[src/rtl/ex_mem_pkg.sv]
// Shared widths, writeback constants and types for the EX/MEM pipeline register.
// The pipeline mode is decoded here so that every consumer applies the same priority.
package ex_mem_pkg;

  localparam int unsigned RegBus       = 32;
  localparam int unsigned RegAddrBus   = 5;
  localparam int unsigned DoubleRegBus = 64;

  localparam logic [RegBus-1:0]     ZeroWord     = '0;
  localparam logic [RegAddrBus-1:0] NOPRegAddr   = '0;
  localparam logic                  WriteEnable  = 1'b1;
  localparam logic                  WriteDisable = 1'b0;

  typedef enum logic [1:0] {
    MODE_RESET,
    MODE_BUBBLE,
    MODE_HOLD,
    MODE_ADVANCE
  } mode_e;

  typedef struct packed {
    logic [RegBus-1:0]     wdata;
    logic [RegAddrBus-1:0] wd;
    logic                  wreg;
    logic [RegBus-1:0]     hi;
    logic [RegBus-1:0]     lo;
    logic                  whilo;
  } wb_bundle_t;

  typedef struct packed {
    logic [DoubleRegBus-1:0] hilo;
    logic [1:0]              cnt;
  } carry_t;

  localparam wb_bundle_t NopBundle = '{
    wdata: ZeroWord,
    wd:    NOPRegAddr,
    wreg:  WriteDisable,
    hi:    ZeroWord,
    lo:    ZeroWord,
    whilo: WriteDisable
  };

  // stall_ex is stall[3], stall_mem is stall[4]; stall_mem without stall_ex advances.
  function automatic mode_e decode_mode(input logic rst, input logic stall_ex,
                                        input logic stall_mem);
    if (rst)             return MODE_RESET;
    else if (!stall_ex)  return MODE_ADVANCE;
    else if (!stall_mem) return MODE_BUBBLE;
    else                 return MODE_HOLD;
  endfunction

endpackage

[src/rtl/ex_mem_if.sv]
// EX -> MEM writeback bundle plus the multiply-accumulate carry path back to EX.
interface ex_mem_if;
  import ex_mem_pkg::*;

  logic [5:0]              stall;
  logic [RegBus-1:0]       ex_wdata;
  logic [RegAddrBus-1:0]   ex_wd;
  logic                    ex_wreg;
  logic [RegBus-1:0]       ex_hi;
  logic [RegBus-1:0]       ex_lo;
  logic                    ex_whilo;
  logic [DoubleRegBus-1:0] hilo_i;
  logic [1:0]              cnt_i;

  logic [RegBus-1:0]       mem_wdata;
  logic [RegAddrBus-1:0]   mem_wd;
  logic                    mem_wreg;
  logic [RegBus-1:0]       mem_hi;
  logic [RegBus-1:0]       mem_lo;
  logic                    mem_whilo;
  logic [DoubleRegBus-1:0] hilo_o;
  logic [1:0]              cnt_o;

  modport master (
    output stall, ex_wdata, ex_wd, ex_wreg, ex_hi, ex_lo, ex_whilo, hilo_i, cnt_i,
    input  mem_wdata, mem_wd, mem_wreg, mem_hi, mem_lo, mem_whilo, hilo_o, cnt_o
  );

  modport slave (
    input  stall, ex_wdata, ex_wd, ex_wreg, ex_hi, ex_lo, ex_whilo, hilo_i, cnt_i,
    output mem_wdata, mem_wd, mem_wreg, mem_hi, mem_lo, mem_whilo, hilo_o, cnt_o
  );
endinterface

[src/rtl/ex_mem.sv]
// EX/MEM pipeline register: writeback bundle to MEM and madd/msub carry state back to EX.
// Reset is folded into the decoded mode, so both registers reset synchronously.
module ex_mem
  import ex_mem_pkg::*;
(
  input  logic    clk,
  input  logic    rst,
  ex_mem_if.slave bus
);

  mode_e      mode;
  wb_bundle_t ex_bundle;
  wb_bundle_t bundle_d, bundle_q;
  carry_t     carry_d, carry_q;

  assign mode = decode_mode(rst, bus.stall[3], bus.stall[4]);

  always_comb begin
    ex_bundle = '{
      wdata: bus.ex_wdata,
      wd:    bus.ex_wd,
      wreg:  bus.ex_wreg,
      hi:    bus.ex_hi,
      lo:    bus.ex_lo,
      whilo: bus.ex_whilo
    };
  end

  always_comb begin
    bundle_d = bundle_q;
    unique case (mode)
      MODE_RESET,
      MODE_BUBBLE:  bundle_d = NopBundle;
      MODE_ADVANCE: bundle_d = ex_bundle;
      default:      bundle_d = bundle_q;
    endcase
  end

  // The carry is only live while EX is stalled; an advance retires the multi-cycle op.
  always_comb begin
    carry_d = carry_q;
    unique case (mode)
      MODE_RESET,
      MODE_ADVANCE: carry_d = '0;
      MODE_BUBBLE:  carry_d = '{hilo: bus.hilo_i, cnt: bus.cnt_i};
      default:      carry_d = carry_q;
    endcase
  end

  always_ff @(posedge clk) begin
    bundle_q <= bundle_d;
  end

  always_ff @(posedge clk) begin
    carry_q <= carry_d;
  end

  assign bus.mem_wdata = bundle_q.wdata;
  assign bus.mem_wd    = bundle_q.wd;
  assign bus.mem_wreg  = bundle_q.wreg;
  assign bus.mem_hi    = bundle_q.hi;
  assign bus.mem_lo    = bundle_q.lo;
  assign bus.mem_whilo = bundle_q.whilo;
  assign bus.hilo_o    = carry_q.hilo;
  assign bus.cnt_o     = carry_q.cnt;

endmodule

[src/flat_wrapper.sv]
// flat-port wrapper written by rule: the top's interface ports become plain ports
module ex_mem_flat import ex_mem_pkg::*;
  (clk, rst, bus_stall, bus_ex_wdata, bus_ex_wd, bus_ex_wreg, bus_ex_hi, bus_ex_lo, bus_ex_whilo, bus_hilo_i, bus_cnt_i, bus_mem_wdata, bus_mem_wd, bus_mem_wreg, bus_mem_hi, bus_mem_lo, bus_mem_whilo, bus_hilo_o, bus_cnt_o);
  ex_mem_if bus_i ();
  input  logic clk;
  input  logic rst;
  input wire logic [$bits(bus_i.stall)-1:0] bus_stall;
  input wire logic [$bits(bus_i.ex_wdata)-1:0] bus_ex_wdata;
  input wire logic [$bits(bus_i.ex_wd)-1:0] bus_ex_wd;
  input wire logic [$bits(bus_i.ex_wreg)-1:0] bus_ex_wreg;
  input wire logic [$bits(bus_i.ex_hi)-1:0] bus_ex_hi;
  input wire logic [$bits(bus_i.ex_lo)-1:0] bus_ex_lo;
  input wire logic [$bits(bus_i.ex_whilo)-1:0] bus_ex_whilo;
  input wire logic [$bits(bus_i.hilo_i)-1:0] bus_hilo_i;
  input wire logic [$bits(bus_i.cnt_i)-1:0] bus_cnt_i;
  output wire logic [$bits(bus_i.mem_wdata)-1:0] bus_mem_wdata;
  output wire logic [$bits(bus_i.mem_wd)-1:0] bus_mem_wd;
  output wire logic [$bits(bus_i.mem_wreg)-1:0] bus_mem_wreg;
  output wire logic [$bits(bus_i.mem_hi)-1:0] bus_mem_hi;
  output wire logic [$bits(bus_i.mem_lo)-1:0] bus_mem_lo;
  output wire logic [$bits(bus_i.mem_whilo)-1:0] bus_mem_whilo;
  output wire logic [$bits(bus_i.hilo_o)-1:0] bus_hilo_o;
  output wire logic [$bits(bus_i.cnt_o)-1:0] bus_cnt_o;
  assign bus_i.stall = bus_stall;
  assign bus_i.ex_wdata = bus_ex_wdata;
  assign bus_i.ex_wd = bus_ex_wd;
  assign bus_i.ex_wreg = bus_ex_wreg;
  assign bus_i.ex_hi = bus_ex_hi;
  assign bus_i.ex_lo = bus_ex_lo;
  assign bus_i.ex_whilo = bus_ex_whilo;
  assign bus_i.hilo_i = bus_hilo_i;
  assign bus_i.cnt_i = bus_cnt_i;
  assign bus_mem_wdata = bus_i.mem_wdata;
  assign bus_mem_wd = bus_i.mem_wd;
  assign bus_mem_wreg = bus_i.mem_wreg;
  assign bus_mem_hi = bus_i.mem_hi;
  assign bus_mem_lo = bus_i.mem_lo;
  assign bus_mem_whilo = bus_i.mem_whilo;
  assign bus_hilo_o = bus_i.hilo_o;
  assign bus_cnt_o = bus_i.cnt_o;
  ex_mem u_core (.clk(clk), .rst(rst), .bus(bus_i));
endmodule
[config.mk]
export PLATFORM = sky130hd
export DESIGN_NAME = ex_mem_flat
export DESIGN_NICKNAME = d
export VERILOG_FILES = /design/src/rtl/ex_mem_pkg.sv /design/src/rtl/ex_mem_if.sv /design/src/rtl/ex_mem.sv /design/src/flat_wrapper.sv
export SDC_FILE = /design/constraint.sdc
export NUM_CORES = 1
export LEC_CHECK = 0
export CORE_MARGIN = 3
export CORE_UTILIZATION = 45
export CTS_BUF_LIST = sky130_fd_sc_hd__clkbuf_4
export DETAILED_ROUTE_END_ITERATION = 10
export PLACE_DENSITY = 0.88
export SLEW_MARGIN = 0
export SYNTH_ARGS = -nofsm -noshare
export SYNTH_HDL_FRONTEND = slang
export SYNTH_SLANG_ARGS = --single-unit
[constraint.sdc]
create_clock -name clk -period 16.9 [get_ports clk]
set_input_delay 1.69 -clock clk [delete_from_list [all_inputs] [get_ports clk]]
set_output_delay 1.69 -clock clk [all_outputs]
set_load 0.05 [all_outputs]
==> impl_metrics.json, run 1 <==
{
  "status": "complete, no violations",
  "drv_slew": 0,
  "drv_cap": 0,
  "viasPerCell": 5.06,
  "critPathTopFamily": "buffers and inverters",
  "grt-ovfl-total": 0,
  "crit_chain": "clkdlybuf4s50_1",
  "initial_utilization": 0.467,
  "drive_gt1_frac": 0.276,
  "gp_congestion": 0.748,
  "synth_cell_types": 10,
  "critPathMaxFanout": 1,
  "p_seq_frac": 0.493,
  "crit_path_end_kind": "output pin",
  "grt_setup_unrepaired": "no",
  "crit_type": "reg2out",
  "ys_warn_count": 0,
  "postCtsSetupBuffers": 0,
  "final.min_clock_period_ps": 3430,
  "finalSetupTns_ps": 0,
  "post-route-period-util": 0.203,
  "die_area_sq_um": 18400,
  "routedWlPerCell_um": 21.0,
  "grt_usage": 0.209,
  "p_int_mw": 0.719,
  "drt_first_pass_iters": 4,
  "grt_pass1_wl_mm": 29.2,
  "final_cells": 931,
  "ant_nets": 0,
  "dieHeight_um": 136,
  "synth_seq_cells": 169,
  "diodes": 0,
  "setup_viol": 0,
  "grt_max_degree": 94,
  "ios": 346,
  "wl_mm": 19.6,
  "antenna_found_initial": 0,
  "numCtsBuffers": 17,
  "timing.hold.worst.start": "bus_ex_lo[22]",
  "cts_hold_buf": 0,
  "max_slew_margin": 0.211,
  "min_to": "u_core.bus.mem_lo[22]$_SDFFCE_PP0P_",
  "syn_inst": 384,
  "required_ps": 15210,
  "p_clk_frac": 0.267,
  "cts_max_level": 4,
  "dp_hpwl_mm": 13.5,
  "grt_pass1_vias": 4918,
  "cts_resized": 0,
  "tritoncts": "built",
  "cp.depth": 1,
  "fp.coreArea_sq_um": 16200,
  "syn-cell-area_sq_um": 7550,
  "yosysSeqAreaShare": 0.672,
  "nets": 880,
  "min_path_cells": 2,
  "io_buffers": 341,
  "sw_frac_of_total": 0.288,
  "power_density_nw_per_um2": 90.0,
  "path_buf_inv": 1,
  "power_frac_comb": 0.240,
  "critPathSlowestCell": "clkdlybuf4s50_1",
  "crit_path_max_incr_delay_ps": 820,
  "max-vdd-ir-drop_mv": 0.0452,
  "fin_area_sq_um": 11200,
  "crit_arrival_ps": 1740,
  "num_rows": 46,
  "die_w_um": 136,
  "areaGrowthSynthToFinish_pct": 48.6,
  "cts.sinks": 169,
  "drc_errors": 0,
  "fill_cells": 1057,
  "syn_avg_cell_area_sq_um": 19.7,
  "multiInputGateArea_sq_um": 2100,
  "clkTransAtPathRegs_ps": 140,
  "placed_cells": 900,
  "start_kind": "register",
  "placed_area_sq_um": 10900,
  "fmax_mhz": 292,
  "clockBufferDepth": 2,
  "synth.net_count": 561,
  "hold_slack_ps": 1840,
  "pre_cts_ws_ps": 13030,
  "p_sw_mw": 0.291,
  "leakage_nw": 3.98,
  "first_iter_violations": 341,
  "register_area_sq_um": 5070,
  "hold_violations": 0,
  "holdCritPathClass": "in2reg",
  "worstMarginPinSlew_ps": 1180,
  "layout_setup_ws_ps": 13470,
  "clockRootBuffer": "clkbuf_4",
  "num_vias": 4710
}
through the flow:
stage	util	power, mW
floorplan	-	0.656
global placement	0.673	0.746
detailed placement	0.673	0.751
CTS	0.694	1.02
global route	0.694	1.04
finish	0.694	1.01
synthesized netlist by cell type:
| master | instances | area share |
|---|---|---|
| clkbuf_4 | 1 | 0.00099 |
| buf_2 | 2 | 0.0013 |
| buf_6 | 27 | 0.040 |
| nor3b_2 | 99 | 0.16 |
| clkbuf_1 | 15 | 0.0075 |
| and4bb_1 | 3 | 0.0050 |
| edfxtp_1 | 169 | 0.67 |
| and4bb_2 | 63 | 0.10 |
| nor3b_1 | 4 | 0.0040 |
| nand3b_1 | 1 | 0.00099 |
registers in the layout, summed over array words and instances, names as in the netlist:
signal,flops
u_core.bus.cnt_o,2
u_core.bus.mem_wdata,32
u_core.bus.mem_lo,32
u_core.bus.hilo_o,64
u_core.bus.mem_wreg,1
u_core.bus.mem_whilo,1
u_core.bus.mem_wd,5
u_core.bus.mem_hi,32
layout by cell type, fill, tap and decap left out, types with 3 or more instances in the layout:
cell,count
buf_4,4
and4bb_2,63
clkinv_1,3
edfxtp_1,169
clkdlybuf4s50_1,338
bufinv_16,5
clkbuf_4,18
nor3b_1,4
and4bb_1,3
nor3b_2,99
kinds of logic (layout without fill, tap and decap cells):
group	after synthesis	after routing	synth area share
simple gates	170	170	0.278
flops	169	169	0.672
buf+inv	45	376	0.0500
worst max path at each step:
| stage | start | end |
|---|---|---|
| final | u_core.bus.hilo_o[63]$_SDFFCE_PP0P_ | bus_hilo_o[63] |
| after CTS | u_core.bus.mem_wdata[0]$_SDFFCE_PP0P_ | bus_mem_wdata[0] |
| after detailed placement | rst | u_core.bus.hilo_o[21]$_SDFFCE_PP0P_ |
| after global placement | rst | u_core.bus.hilo_o[10]$_SDFFCE_PP0P_ |
| after floorplan | rst | u_core.bus.cnt_o[0]$_SDFFCE_PP0P_ |
| after global routing | u_core.bus.mem_wdata[0]$_SDFFCE_PP0P_ | bus_mem_wdata[0] |
final cells by class:
cell class	instances	share of cell area
clock buffer	18	0.0120
clock inverter	13	0.0179
multi-input combinational	170	0.187
tap	216	0.0241
sequential	169	0.452
timing repair buffer	345	0.307
routing by layer:
metal / GRT usage / vias to the layer above / part of all wire
li1: - / 2171 / -
met1: 0.240 / 2291 / 0.37
met2: 0.363 / 219 / 0.52
met3: 0.0762 / 29 / 0.087
met4: 0.0711 / 0 / 0.021
met5: 0 / - / 0
power groups by stage:
stage | registers [mW] | clock network (mW) | logic (mW)
floorplan | 0.613 | 0 | 0.0435
global placement | 0.506 | 0 | 0.240
detailed placement | 0.508 | 0 | 0.243
CTS | 0.498 | 0.276 | 0.245
global route | 0.501 | 0.291 | 0.251
finish | 0.498 | 0.269 | 0.243
Note: power is estimated with default switching activity, not from simulation.
==> inputs of run 2 (changes only) <==
- CORE_UTILIZATION: 45 -> 43
- PLACE_DENSITY: 0.88 -> 0.85
- clock period: 16.9 -> 3.52 ns (I/O delays scaled with it)
==> run 2 against run 1 <==
  * Die area is 4.4% higher
  * Non-clock buffer count is 1 higher
  * Core utilization is 2.9 points lower
  * Critical path depth stayed put
  * Sequential share of layout area stayed put
  * Hold slack worse by 1500 ps
  * Clock-buffer cell count is 2 higher
  * Global-route usage is 1.2 points lower
  * Flip-flop and latch count stayed put
  * Combinational power grew to 4.8 times the previous value
  * Clock power grew to 4.1 times the previous value
==> impl_metrics.json, run 2 (synthesis results as in run 1) <==
{
  "status": "complete, no violations",
  "worstMarginPinSlew_ps": 893,
  "routedWlPerCell_um": 20.4,
  "crit_type": "reg2out",
  "grt_use_met1": 0.216,
  "fill_cells": 1153,
  "grt_pass1_vias": 5057,
  "postCtsSetupBuffers": 0,
  "nets": 881,
  "finalSetupTns_ps": 0,
  "p_sw_mw": 1.41,
  "grtUsageMet2": 0.328,
  "dieHeight_um": 139,
  "drv_slew": 0,
  "clkTransAtPathRegs_ps": 140,
  "max_slew_margin": 0.405,
  "sw_frac_of_total": 0.302,
  "first_iter_violations": 265,
  "drc_errors": 0,
  "leakage_nw": 3.97,
  "critPathSlowestCell": "clkdlybuf4s50_1",
  "global_route.peak_usage_layer": "met2",
  "most-common-layout-cells": "clkdlybuf4s50_1, edfxtp_1, nor3b_2, and4bb_2, clkbuf_4",
  "crit_path_end_kind": "output pin",
  "holdCritPathClass": "in2reg",
  "power_density_nw_per_um2": 416,
  "power_frac_comb": 0.250,
  "post-route-period-util": 0.599,
  "start_kind": "register",
  "crit_chain": "clkdlybuf4s50_1",
  "p_seq_frac": 0.512,
  "cts.sinks": 169,
  "critPathMaxFanout": 1,
  "grt_setup_unrepaired": "no",
  "grt_util_met3": 0.102,
  "num_rows": 47,
  "cts_resized": 0,
  "crit_arrival_ps": 1760,
  "die_area_sq_um": 19200,
  "cts_hold_buf": 0,
  "critPathTopFamily": "buffers and inverters",
  "required_ps": 3170,
  "final.min_clock_period_ps": 2110,
  "clockBufferDepth": 2,
  "cp.depth": 1,
  "gp_congestion": 0.759,
  "fp.coreArea_sq_um": 16900,
  "max-vdd-ir-drop_mv": 0.261,
  "initial_utilization": 0.448,
  "ios": 346,
  "tritoncts": "built",
  "grt-ovfl-total": 0,
  "drt_first_pass_iters": 4,
  "numCtsBuffers": 17,
  "clockRootBuffer": "clkbuf_4",
  "areaGrowthSynthToFinish_pct": 48.6,
  "cts_max_level": 4,
  "largest_reg_flops": 64,
  "ant_nets": 0,
  "grt_max_degree": 170,
  "grt_pass1_wl_mm": 29.3,
  "p_int_mw": 3.26,
  "hold_violations": 0,
  "drv_cap": 0,
  "dp_hpwl_mm": 13.0,
  "final_util": 0.665,
  "die_w_um": 139,
  "antenna_found_initial": 3,
  "multiInputGateArea_sq_um": 2100,
  "io_buffers": 341,
  "register_area_sq_um": 5070,
  "layout_commonest_cell": "clkdlybuf4s50_1",
  "drive_gt1_frac": 0.278,
  "crit_path_max_incr_delay_ps": 860,
  "fmax_mhz": 474,
  "min_path_cells": 2,
  "p_clk_frac": 0.238,
  "grt_usage": 0.197,
  "viasPerCell": 4.99,
  "setup_viol": 0,
  "num_vias": 4685,
  "wl_mm": 19.2,
  "path_buf_inv": 1
}
[run 2: cell count changes in the layout (fill, tap and decap cells not counted), sizes merged]
cell and change:
clkdlybuf4s50 +1, bufinv -3, clkbuf +2, clkinvlp +1
diode +2, clkinv +1
[run 2: per-layer routing]
metal,wire length [um],vias up
li1,-,2169
met1,6850,2241
met2,9720,246
met3,2160,27
met4,418,2
met5,17,-
[run 2: final cells by class]
cell class                 instances  area share
tap                              220      0.0245
timing repair buffer             346       0.311
multi-input combinational        170       0.187
antenna                            2    0.000446
clock inverter                    12      0.0113
clock buffer                      20      0.0134
sequential                       169       0.452
[run 2: final timing paths]
| kind | start | endpoint | slack, ps |
|---|---|---|---|
| min | bus_stall[3] | u_core.bus.hilo_o[5]$_SDFFCE_PP0P_ | 380 |
| max | u_core.bus.mem_lo[16]$_SDFFCE_PP0P_ | bus_mem_lo[16] | 1410 |
[run 2: through the flow]
| stage | hold WS [ps] | worst slack (ps) | area, sq um | total power, mW | instances |
|---|---|---|---|---|---|
| CTS | 304 | 1320 | 11200 | 4.72 | 937 |
| detailed placement | 950 | 1430 | 10900 | 3.61 | 905 |
| global placement | 937 | 1480 | 10900 | 3.59 | 905 |
| finish | 376 | 1410 | 11200 | 4.67 | 939 |
| floorplan | 591 | -2790 | 7570 | 3.15 | 384 |
| global route | 306 | 1290 | 11200 | 4.86 | 939 |
[run 2: power by group through the flow]
stage	Combinational (mW)	Clock [mW]	Sequential (mW)
floorplan	0.210	0	2.94
global placement	1.16	0	2.43
detailed placement	1.17	0	2.44
CTS	1.18	1.15	2.39
global route	1.21	1.25	2.40
finish	1.17	1.11	2.39
